### config.mk
export PLATFORM = sky130hd
export DESIGN_NAME = mem_rr_arbiter
export DESIGN_NICKNAME = d
export VERILOG_FILES = /design/src/rtl/mem_rr_arbiter.sv
export SDC_FILE = /design/constraint.sdc
export NUM_CORES = 1
export LEC_CHECK = 0
export ABC_AREA = 1
export CAP_MARGIN = 10
export CORE_MARGIN = 5
export CORE_UTILIZATION = 38
export CTS_BUF_LIST = sky130_fd_sc_hd__clkbuf_4 sky130_fd_sc_hd__clkbuf_8
export DETAILED_ROUTE_END_ITERATION = 6
export GPL_TIMING_DRIVEN = 0
export PLACE_DENSITY = 0.84
export SLEW_MARGIN = 20
export SYNTH_ARGS = -nofsm -noshare
export SYNTH_HDL_FRONTEND = slang
export SYNTH_SLANG_ARGS = --single-unit
### constraint.sdc
create_clock -name clk_i -period 4.3 [get_ports clk_i]
set_clock_uncertainty 0.05 [all_clocks]
set_input_delay 1.29 -clock clk_i [delete_from_list [all_inputs] [get_ports clk_i]]
set_output_delay 1.29 -clock clk_i [all_outputs]
set_load 0.01 [all_outputs]
### src/rtl/mem_rr_arbiter.sv
// mem_rr_arbiter
//   Shares one single-port memory (valid/ready, wr_rd select) between two
//   masters. An IDLE cycle picks a winner: the only requester, or the
//   master named by the round-robin pointer when both ask. The winner's
//   request is captured into memory-side registers and replayed. The
//   completion (ready, read data, timeout error) is returned to the winner
//   only. A watchdog aborts a transfer that waits too long for mem_ready_i.
//
// Ports
//   clk_i, rst_i                        clock, synchronous active-high reset
//   mX_valid_i/wr_rd_i/addr_i/wdata_i   master X request (X = 0, 1)
//   mX_rdata_o/ready_o/err_o            master X completion
//   mem_valid_o/wr_rd_o/addr_o/wdata_o  request replayed to the memory
//   mem_rdata_i/ready_i                 memory response
//   grant_o                             one-hot owner while BUSY, 00 in IDLE
module mem_rr_arbiter #(
    parameter int WIDTH      = 16,
    parameter int DEPTH      = 64,
    parameter int ADDR_WIDTH = $clog2(DEPTH),
    parameter int TIMEOUT    = 16
) (
    input  logic                  clk_i,
    input  logic                  rst_i,
    input  logic                  m0_valid_i,
    input  logic                  m0_wr_rd_i,
    input  logic [ADDR_WIDTH-1:0] m0_addr_i,
    input  logic [WIDTH-1:0]      m0_wdata_i,
    output logic [WIDTH-1:0]      m0_rdata_o,
    output logic                  m0_ready_o,
    output logic                  m0_err_o,
    input  logic                  m1_valid_i,
    input  logic                  m1_wr_rd_i,
    input  logic [ADDR_WIDTH-1:0] m1_addr_i,
    input  logic [WIDTH-1:0]      m1_wdata_i,
    output logic [WIDTH-1:0]      m1_rdata_o,
    output logic                  m1_ready_o,
    output logic                  m1_err_o,
    output logic                  mem_valid_o,
    output logic                  mem_wr_rd_o,
    output logic [ADDR_WIDTH-1:0] mem_addr_o,
    output logic [WIDTH-1:0]      mem_wdata_o,
    input  logic [WIDTH-1:0]      mem_rdata_i,
    input  logic                  mem_ready_i,
    output logic [1:0]            grant_o
);
    localparam int WD_W = $clog2(TIMEOUT);

    typedef enum logic {IDLE, BUSY} state_t;

    state_t                state_q, state_d;
    logic                  owner_q, owner_d;   // 0 = master 0, 1 = master 1
    logic                  ptr_q,   ptr_d;     // preferred master on a tie
    logic [WD_W-1:0]       wdog_q,  wdog_d;
    logic                  wr_q,    wr_d;
    logic [ADDR_WIDTH-1:0] addr_q,  addr_d;
    logic [WIDTH-1:0]      wdata_q, wdata_d;

    logic timeout_hit;
    logic done;
    logic win;

    assign timeout_hit = (wdog_q == WD_W'(TIMEOUT - 1));
    // Transfer ends this cycle, either by handshake or by watchdog abort.
    assign done = (state_q == BUSY) && (mem_ready_i || timeout_hit);
    // Winner when arbitrating: pointer breaks a tie, otherwise the requester.
    assign win  = (m0_valid_i && m1_valid_i) ? ptr_q : m1_valid_i;

    // State register
    always_ff @(posedge clk_i) begin
        if (rst_i) begin
            state_q <= IDLE;
            owner_q <= 1'b0;
            ptr_q   <= 1'b0;
            wdog_q  <= '0;
            wr_q    <= 1'b0;
            addr_q  <= '0;
            wdata_q <= '0;
        end else begin
            state_q <= state_d;
            owner_q <= owner_d;
            ptr_q   <= ptr_d;
            wdog_q  <= wdog_d;
            wr_q    <= wr_d;
            addr_q  <= addr_d;
            wdata_q <= wdata_d;
        end
    end

    // Next-state logic
    always_comb begin
        state_d = state_q;
        owner_d = owner_q;
        ptr_d   = ptr_q;
        wdog_d  = wdog_q;
        wr_d    = wr_q;
        addr_d  = addr_q;
        wdata_d = wdata_q;
        case (state_q)
            IDLE: begin
                if (m0_valid_i || m1_valid_i) begin
                    state_d = BUSY;
                    owner_d = win;
                    wdog_d  = '0;
                    wr_d    = win ? m1_wr_rd_i : m0_wr_rd_i;
                    addr_d  = win ? m1_addr_i  : m0_addr_i;
                    wdata_d = win ? m1_wdata_i : m0_wdata_i;
                end
            end
            BUSY: begin
                if (done) begin
                    state_d = IDLE;
                    ptr_d   = ~owner_q;
                end else begin
                    wdog_d  = wdog_q + 1'b1;
                end
            end
            default: state_d = IDLE;
        endcase
    end

    // Output logic. Completion is suppressed in a reset cycle so that a
    // reset during BUSY abandons the transfer without any pulse.
    always_comb begin
        logic [WIDTH-1:0] rd;
        rd          = (mem_ready_i && !wr_q) ? mem_rdata_i : '0;
        m0_ready_o  = 1'b0;
        m0_err_o    = 1'b0;
        m0_rdata_o  = '0;
        m1_ready_o  = 1'b0;
        m1_err_o    = 1'b0;
        m1_rdata_o  = '0;
        grant_o     = 2'b00;
        mem_valid_o = (state_q == BUSY);
        mem_wr_rd_o = wr_q;
        mem_addr_o  = addr_q;
        mem_wdata_o = wdata_q;
        if (state_q == BUSY) grant_o = owner_q ? 2'b10 : 2'b01;
        if (done && !rst_i) begin
            if (owner_q) begin
                m1_ready_o = 1'b1;
                m1_err_o   = !mem_ready_i;
                m1_rdata_o = rd;
            end else begin
                m0_ready_o = 1'b1;
                m0_err_o   = !mem_ready_i;
                m0_rdata_o = rd;
            end
        end
    end
endmodule
[After elaboration in Yosys (flattened, before gate mapping)]
Cells that the tools add are included.
Word-level totals
  output and inout port bits: 62
  bits in registers: 30
  logic and storage cells: 50
  input bits: 67
Operators by class
  reduce and logical (&&, ||, !) cells: 12
  eq/ne operators: 3
  mux-type cells: 25
  bitwise gates (word level): 2
  add/subtract/negate cells: 1
Operators with widths (number)
  $mux W16: 6
  $mux W1: 12
  $mux W4: 2
  $pmux W4 S2: 1
  $mux W6: 1
  $reduce_and A2 Y1: 3
  $add A4 B1 Y4 const B: 1
  $eq A4 B4 Y1 const B: 1
  $logic_and A1 B1 Y1: 4
  $mux W2: 2
  $ne A2 B2 Y1 const B: 2
  $logic_not A1 Y1: 3
  $logic_or A1 B1 Y1: 2
  $not A1 Y1: 2
  $pmux W1 S2: 1

[Longest topological paths before layout]
Gate-level depths: netlist (run 1).
  word-level depth: 5
  depth in mapped cells: 9

[Least setup slack after synthesis (run 1)]
Ideal clock, no wire load.
  path type: input to output
  from: input mem_ready_i
  to: output m0_rdata_o[10]
  stages: 5
  path buffers: 1
  arrival time: 2046 ps
  setup slack: 914 ps
  data required time: 2960 ps
  path through: inv_1 -> nor2_1 -> buf_4 -> nand2_1 -> nor2_1
Between the ends
  longest elaborated chain between the ends: 4
  elaborated cells between the ends (all ways): 7
  classes of those cells: mux: 3; reduce/logical: 4
Ends and longest elaborated chain
  from (decl): RTL line 43  | input logic mem_ready_i,
  $logic_and A1 B1 Y1 / $logic_or A1 B1 Y1 (equally long branches): RTL line 125, 64
  $mux W16 / $logic_and A1 B1 Y1 (equally long branches): RTL line 125, 64
  $mux W16 / $logic_and A1 B1 Y1 (equally long branches): RTL line 139, 138
  $mux W16 (*): RTL line 138  | if (done && !rst_i) begin
  to (decl): RTL line 28  | output logic [WIDTH-1:0] m0_rdata_o,
Mark *: on every way between the ends. The rest lies on a longest branch, timed or not.

[Worst setup path after layout (run 1)]
Same ends and word-level chain as after synthesis.

==> flow_summary.yaml, run 1 <==
sta:
  max-slew-margin-rel_pct: 71.9
  setup_tns_ns: 0
  setup_viol: 0
  fin_crit_ns: 4.19
  maxSlewViolCount: 0
  worst_pin_slew_ns: 0.422
  fmax_mhz: 239
  rsz0062_at_grt: "false"
  period_share_pct: 97.4
  finalHoldViolCount: 0
global_routing:
  grt_max_degree: 11
  grt_antenna_before_repair: 0
  grt-ovfl-total: 0
  grt_pass1_vias: 2165
  track_usage_pct: 19.6
  grt_pass1_wl_um: 9680
yosys:
  yosysUniqueCellTypes: 20
  syn_area_mm2: 0.00178
  synth_area_per_cell_um2: 5.79
  syn_nets: 375
  ys_ff_latch: 30
  synthCells: 307
  seq_area_frac_synth_pct: 33.8
  yosys_warnings: 0
critical_path:
  cp_max_fo: 10
  path_class: "input pin to primary output"
  required_ns: 2.96
  start_kind: "input pin"
  critPathArrivalTime_ns: 2.85
  end_kind: "primary output"
final_layout:
  layout-drive-gt1-share_pct: 6.79
  syn_to_final_growth_pct: 81.5
  layout_commonest_cell: "nand2_1"
  diodes: 0
  layout.nets: 510
  postLayoutCoreUtil_pct: 72.6
  final_cell_mix: "nand2_1, clkdlybuf4s50_1, nor2_1, inv_1, dfxtp_1"
hold_path:
  min-delay-path-class: "flop to flop"
pwr:
  power_density_mw_per_mm2: 267
  peakVddDrop_mv: 0.193
  p_leak_nw: 1.81
placement:
  dp_hpwl_um: 4960
  port_buffers: 128
  gp_congestion: 0.856
cts:
  cts_tree: "yes"
  cts_buffers: 5
  clk_pin_slew_ns: 0.06
  clockRootBuffer: "clkbuf_8"
  numClockSinks: 30
  clkLatencyLatePin_ns: 0.28
  holdBufCountCts: 0
  htreeDepth: 2
  cts_buffer_depth: 2
floorplanning:
  dieHeight_um: 78.4
  core_mm2: 0.00444
  die_area_mm2: 0.00615
  ios: 129
  rows: 24
  fp.dieW_um: 78.4
  initial_core_util_pct: 40.0
job:
  maxCapViolations: 0
detailed_routing:
  post_drt_via_cell_ratio: 4.57
  wl_per_cell_um: 12.1
  drtIter0Drc: 59
  vias: 2256
  antenna_left: 0
  drc: 0
  drt-total-wl_um: 5990
  dr.pass1.iters: 4
status:
  status: "completed"
==> logic make-up after synthesis <==
logic type	synth area share, %
AO/OA/AOI/OAI	2.89
flip-flops	33.8
adder cells (fa/ha/maj)	0.704
buffers and inverters	12.3
AND/OR/NAND/NOR	50.3
==> worst max-delay path, stage by stage <==
cell             delay (ns)
clkdlybuf4s50_1        0.50
inv_1                  0.11
nand2_2                0.10
nand2_2                0.07
nor2_4                 0.14
nand2_4                0.11
buf_6                  0.16
nor2_1                 0.08
dlygate4sd2_1          0.28
==> repair_timing <==
action                     4_1_cts  5_1_grt
resized for setup               31       13
setup endpoints to repair       35       11
buffers inserted                 0        0
gates cloned                     0        0
==> Yosys cell counts <==
cell type	instances	area share, %
a21oi_1	6	1.7
buf_1	1	0.21
buf_2	7	2.0
buf_4	3	1.3
buf_6	2	1.3
clkbuf_1	1	0.21
dfxtp_1	30	34
ha_1	1	0.70
inv_1	34	7.2
inv_2	1	0.21
nand2_1	99	21
nand2_2	2	0.70
nand2_4	2	1.3
nand3_1	29	8.2
nand3_2	1	0.56
nand4_1	1	0.35
nor2_1	84	18
nor2_4	1	0.63
o21ai_0	1	0.28
o21ai_4	1	0.92
==> final timing paths <==
path                                   from              to  slack (ns)  depth (start not counted)
worst max-delay path            mem_ready_i  m0_rdata_o[10]        0.11                          9
worst min-delay path                  ptr_q           ptr_q        0.43                          2
worst max register to register  mem_valid_o   mem_addr_o[2]        2.86                          7
worst min register to register        ptr_q           ptr_q        0.43                          2
==> sequential cells by signal (all words and copies together), names as in the netlist <==
register,flops
ptr_q,1
mem_wr_rd_o,1
mem_valid_o,1
mem_addr_o,6
owner_q,1
wdog_q,4
mem_wdata_o,16
==> per-stage QoR <==
stage	area, um2	std cells	total power, mW	setup WS, ns	hold WS, ns
6_report	3230	494	0.863	0.111	0.425
5_1_grt	3230	494	0.913	0.000969	0.466
4_1_cts	3210	494	0.870	-0.0218	0.438
3_5_place_dp	3120	487	0.583	-0.253	0.429
3_3_place_gp	3120	487	0.578	-0.251	0.408
2_1_floorplan	1780	307	0.441	0.914	0.397
==> routing by layer <==
layer	share of wire, %	up-vias	GRT usage (%)
li1	-	1185	-
met5	0	-	0
met4	0.87	0	6.29
met1	38	961	18.7
met2	49	104	37.9
met3	13	6	8.12
==> report_power, final <==
group          leakage (nW)  internal (mW)  total [mW]  switching, mW
sequential            0.248          0.304       0.319         0.0154
combinational          1.50          0.138       0.256          0.118
clock                0.0573          0.185       0.287          0.102
total                  1.81          0.627       0.863          0.235
==> layout make-up <==
cell class / count / area [um2]
Buffer: 14 / 91.3
Clock buffer: 6 / 82.6
Clock inverter: 1 / 30.0
Fill cell: 402 / 1220
Inverter: 35 / 131
Multi-Input combinational cell: 228 / 966
Sequential cell: 30 / 601
Tap cell: 52 / 65.1
Timing Repair Buffer: 128 / 1260
(Power assumes the default switching activity.)
==> inputs of run 2 (changes only) <==
ABC_AREA = unset   (was 1)
CORE_UTILIZATION = 50   (was 38)
CTS_CLUSTER_SIZE = 14   (was unset)
DONT_BUFFER_PORTS = 1   (was unset)
PLACE_DENSITY = 0.61   (was 0.84)
==> flow_summary.yaml, run 2 <==
status:
  status: "completed"
cts:
  cts_tree: "yes"
  post_cts_buffers: 0
  cts_buffers: 5
  clk_pin_slew_ns: 0.10
  holdBufCountCts: 0
  cts_buffer_depth: 2
  post_cts_resized: 0
  numClockSinks: 30
  clkLatencyLatePin_ns: 0.33
  htreeDepth: 2
  clockRootBuffer: "clkbuf_4"
yosys:
  syn_nets: 283
  yosysUniqueCellTypes: 34
  netlist_top_cells_count: "o21ai_0, dfxtp_1, a31oi_1, nand3b_1, and2_1"
  synthFlopType: "dfxtp_1"
  synthArstFlopShare_pct: 0
  ys_ff_latch: 30
  seq_area_frac_synth_pct: 33.7
  synthCells: 215
  post-synth-top-area-fraction_pct: 33.7
  yosys_warnings: 0
  yosysMostFrequentCell: "o21ai_0"
  syn_area_mm2: 0.00178
  synth_area_per_cell_um2: 8.28
  yosys.area.top_type: "dfxtp_1"
  synth-edff-count: 0
  synthTopCellsByArea: "dfxtp_1, o21ai_0, nand3b_1, a31oi_1, and2_1"
pwr:
  peakVddDrop_mv: 0.166
  power_density_mw_per_mm2: 330
  p_leak_nw: 0.681
final_layout:
  largest_register_ff_count: 16
  fillers: 320
  syn_to_final_growth_pct: 6.82
  diodes: 0
  final_cell_mix: "o21ai_0, dfxtp_1, a31oi_1, nand3b_1, and2_1"
  layout_commonest_cell: "o21ai_0"
  fin_cells: 269
  layout-drive-gt1-share_pct: 18.4
  postLayoutCoreUtil_pct: 56.1
  layout.nets: 290
  regArea_um2: 601
  multiInputGateArea_mm2: 0.00105
detailed_routing:
  wl_per_cell_um: 18.9
  dr.pass1.iters: 5
  drtIter0Drc: 55
  post_drt_via_cell_ratio: 6.28
  drc: 0
  vias: 1688
  drt-total-wl_um: 5080
  antenna_left: 0
global_routing:
  grt_pass1_vias: 1631
  grt_max_degree: 11
  track_usage_pct: 19.7
  grt-ovfl-total: 0
  grt_pass1_wl_um: 7890
  grt_antenna_before_repair: 0
critical_path:
  cp_max_fo: 10
  ff2ff_path_depth: 4
  path_cells: "buf_6 -> nand2b_4 -> nor4b_4 -> buf_6 -> and2_1"
  required_ns: 2.96
  path_class: "input pin to primary output"
  critPathArrivalTime_ns: 2.30
  cpPeakStageDelay_ns: 0.38
  end_kind: "primary output"
  path_common_cell: "buf_6"
  start_kind: "input pin"
  cpMaxStageDelayCell: "nor4b_4"
placement:
  gp_congestion: 0.756
  dp_hpwl_um: 3940
  post-place-ws_ns: 0.655
  dp.cells: 261
  port_buffers: 0
sta:
  setup_tns_ns: 0
  period_share_pct: 84.7
  setup_viol: 0
  whs_ns: 0.442
  finalHoldViolCount: 0
  rsz0062_at_grt: "false"
  fin_crit_ns: 3.64
  worst_pin_slew_ns: 0.608
  max-slew-margin-rel_pct: 59.2
  fmax_mhz: 275
  fin_ws_ns: 0.660
  maxSlewViolCount: 0
floorplanning:
  rows: 21
  initial_core_util_pct: 52.5
  dieHeight_um: 69.7
  core_mm2: 0.00339
  fp.dieW_um: 69.7
  die_area_mm2: 0.00485
  ios: 129
hold_path:
  min-delay-path-class: "flop to flop"
  holdPathStages: 1
job:
  maxCapViolations: 0
## run 2: cell count changes after synthesis, sizes merged, moves of 3 or more
cell / change
a21oi: -3
a31o: +4
a31oi: +25
and2: +33
clkbuf: +9
inv: -32
nand2: -101
nand2b: +3
nand3: -28
nand3b: +23
nor2: -83
o21ai: +44
## run 2: kinds of logic after synthesis
group / after synthesis / synth area share [%]
buffers and inverters: 24 / 7.52
AOI/OAI and AO/OA: 83 / 27.2
DFF: 30 / 33.7
and+or+nand+nor: 77 / 30.9
adders and majority gates: 1 / 0.703
## run 2: worst paths after layout
path,endpoint,slack [ns],start
min reg2reg,ptr_q,0.44,ptr_q
min,ptr_q,0.44,ptr_q
max,m0_rdata_o[4],0.66,rst_i
max reg2reg,ptr_q,2.66,wdog_q[0]
## run 2: where the power goes
| part | leakage (nW) | switching (mW) | internal (mW) |
|---|---|---|---|
| logic | 0.394 | 0.0645 | 0.0463 |
| registers | 0.248 | 0.0309 | 0.303 |
| clock network | 0.0387 | 0.0961 | 0.0855 |
## run 2: per-layer routing
layer / track usage (%) / vias up / part of all wire (%)
li1: - / 797 / -
met3: 8.26 / 10 / 13
met5: 0 / - / 0
met2: 33.5 / 109 / 47
met1: 21.5 / 772 / 38
met4: 8.30 / 0 / 1.8
## run 2: stage by stage
step	power, mW	cell area [um2]
6_report	0.627	1900
5_1_grt	0.660	1900
4_1_cts	0.632	1900
3_5_place_dp	0.452	1840
2_1_floorplan	0.424	1780
3_3_place_gp	0.448	1840
## run 2: layout make-up
class / instances / share of cell area [%]
multi-input cells: 161 / 55.0
plain buffers: 21 / 6.45
clock buffers: 7 / 3.09
clock inverters: 1 / 0.263
inverters: 3 / 0.592
well taps: 46 / 3.03
flip-flops and latches: 30 / 31.6
## run 2: worst max-delay path: cells and delay by family
| family | cells | cell delay [ns] |
|---|---|---|
| buf+inv | 2 | 0.29 |
| simple gates | 3 | 0.71 |
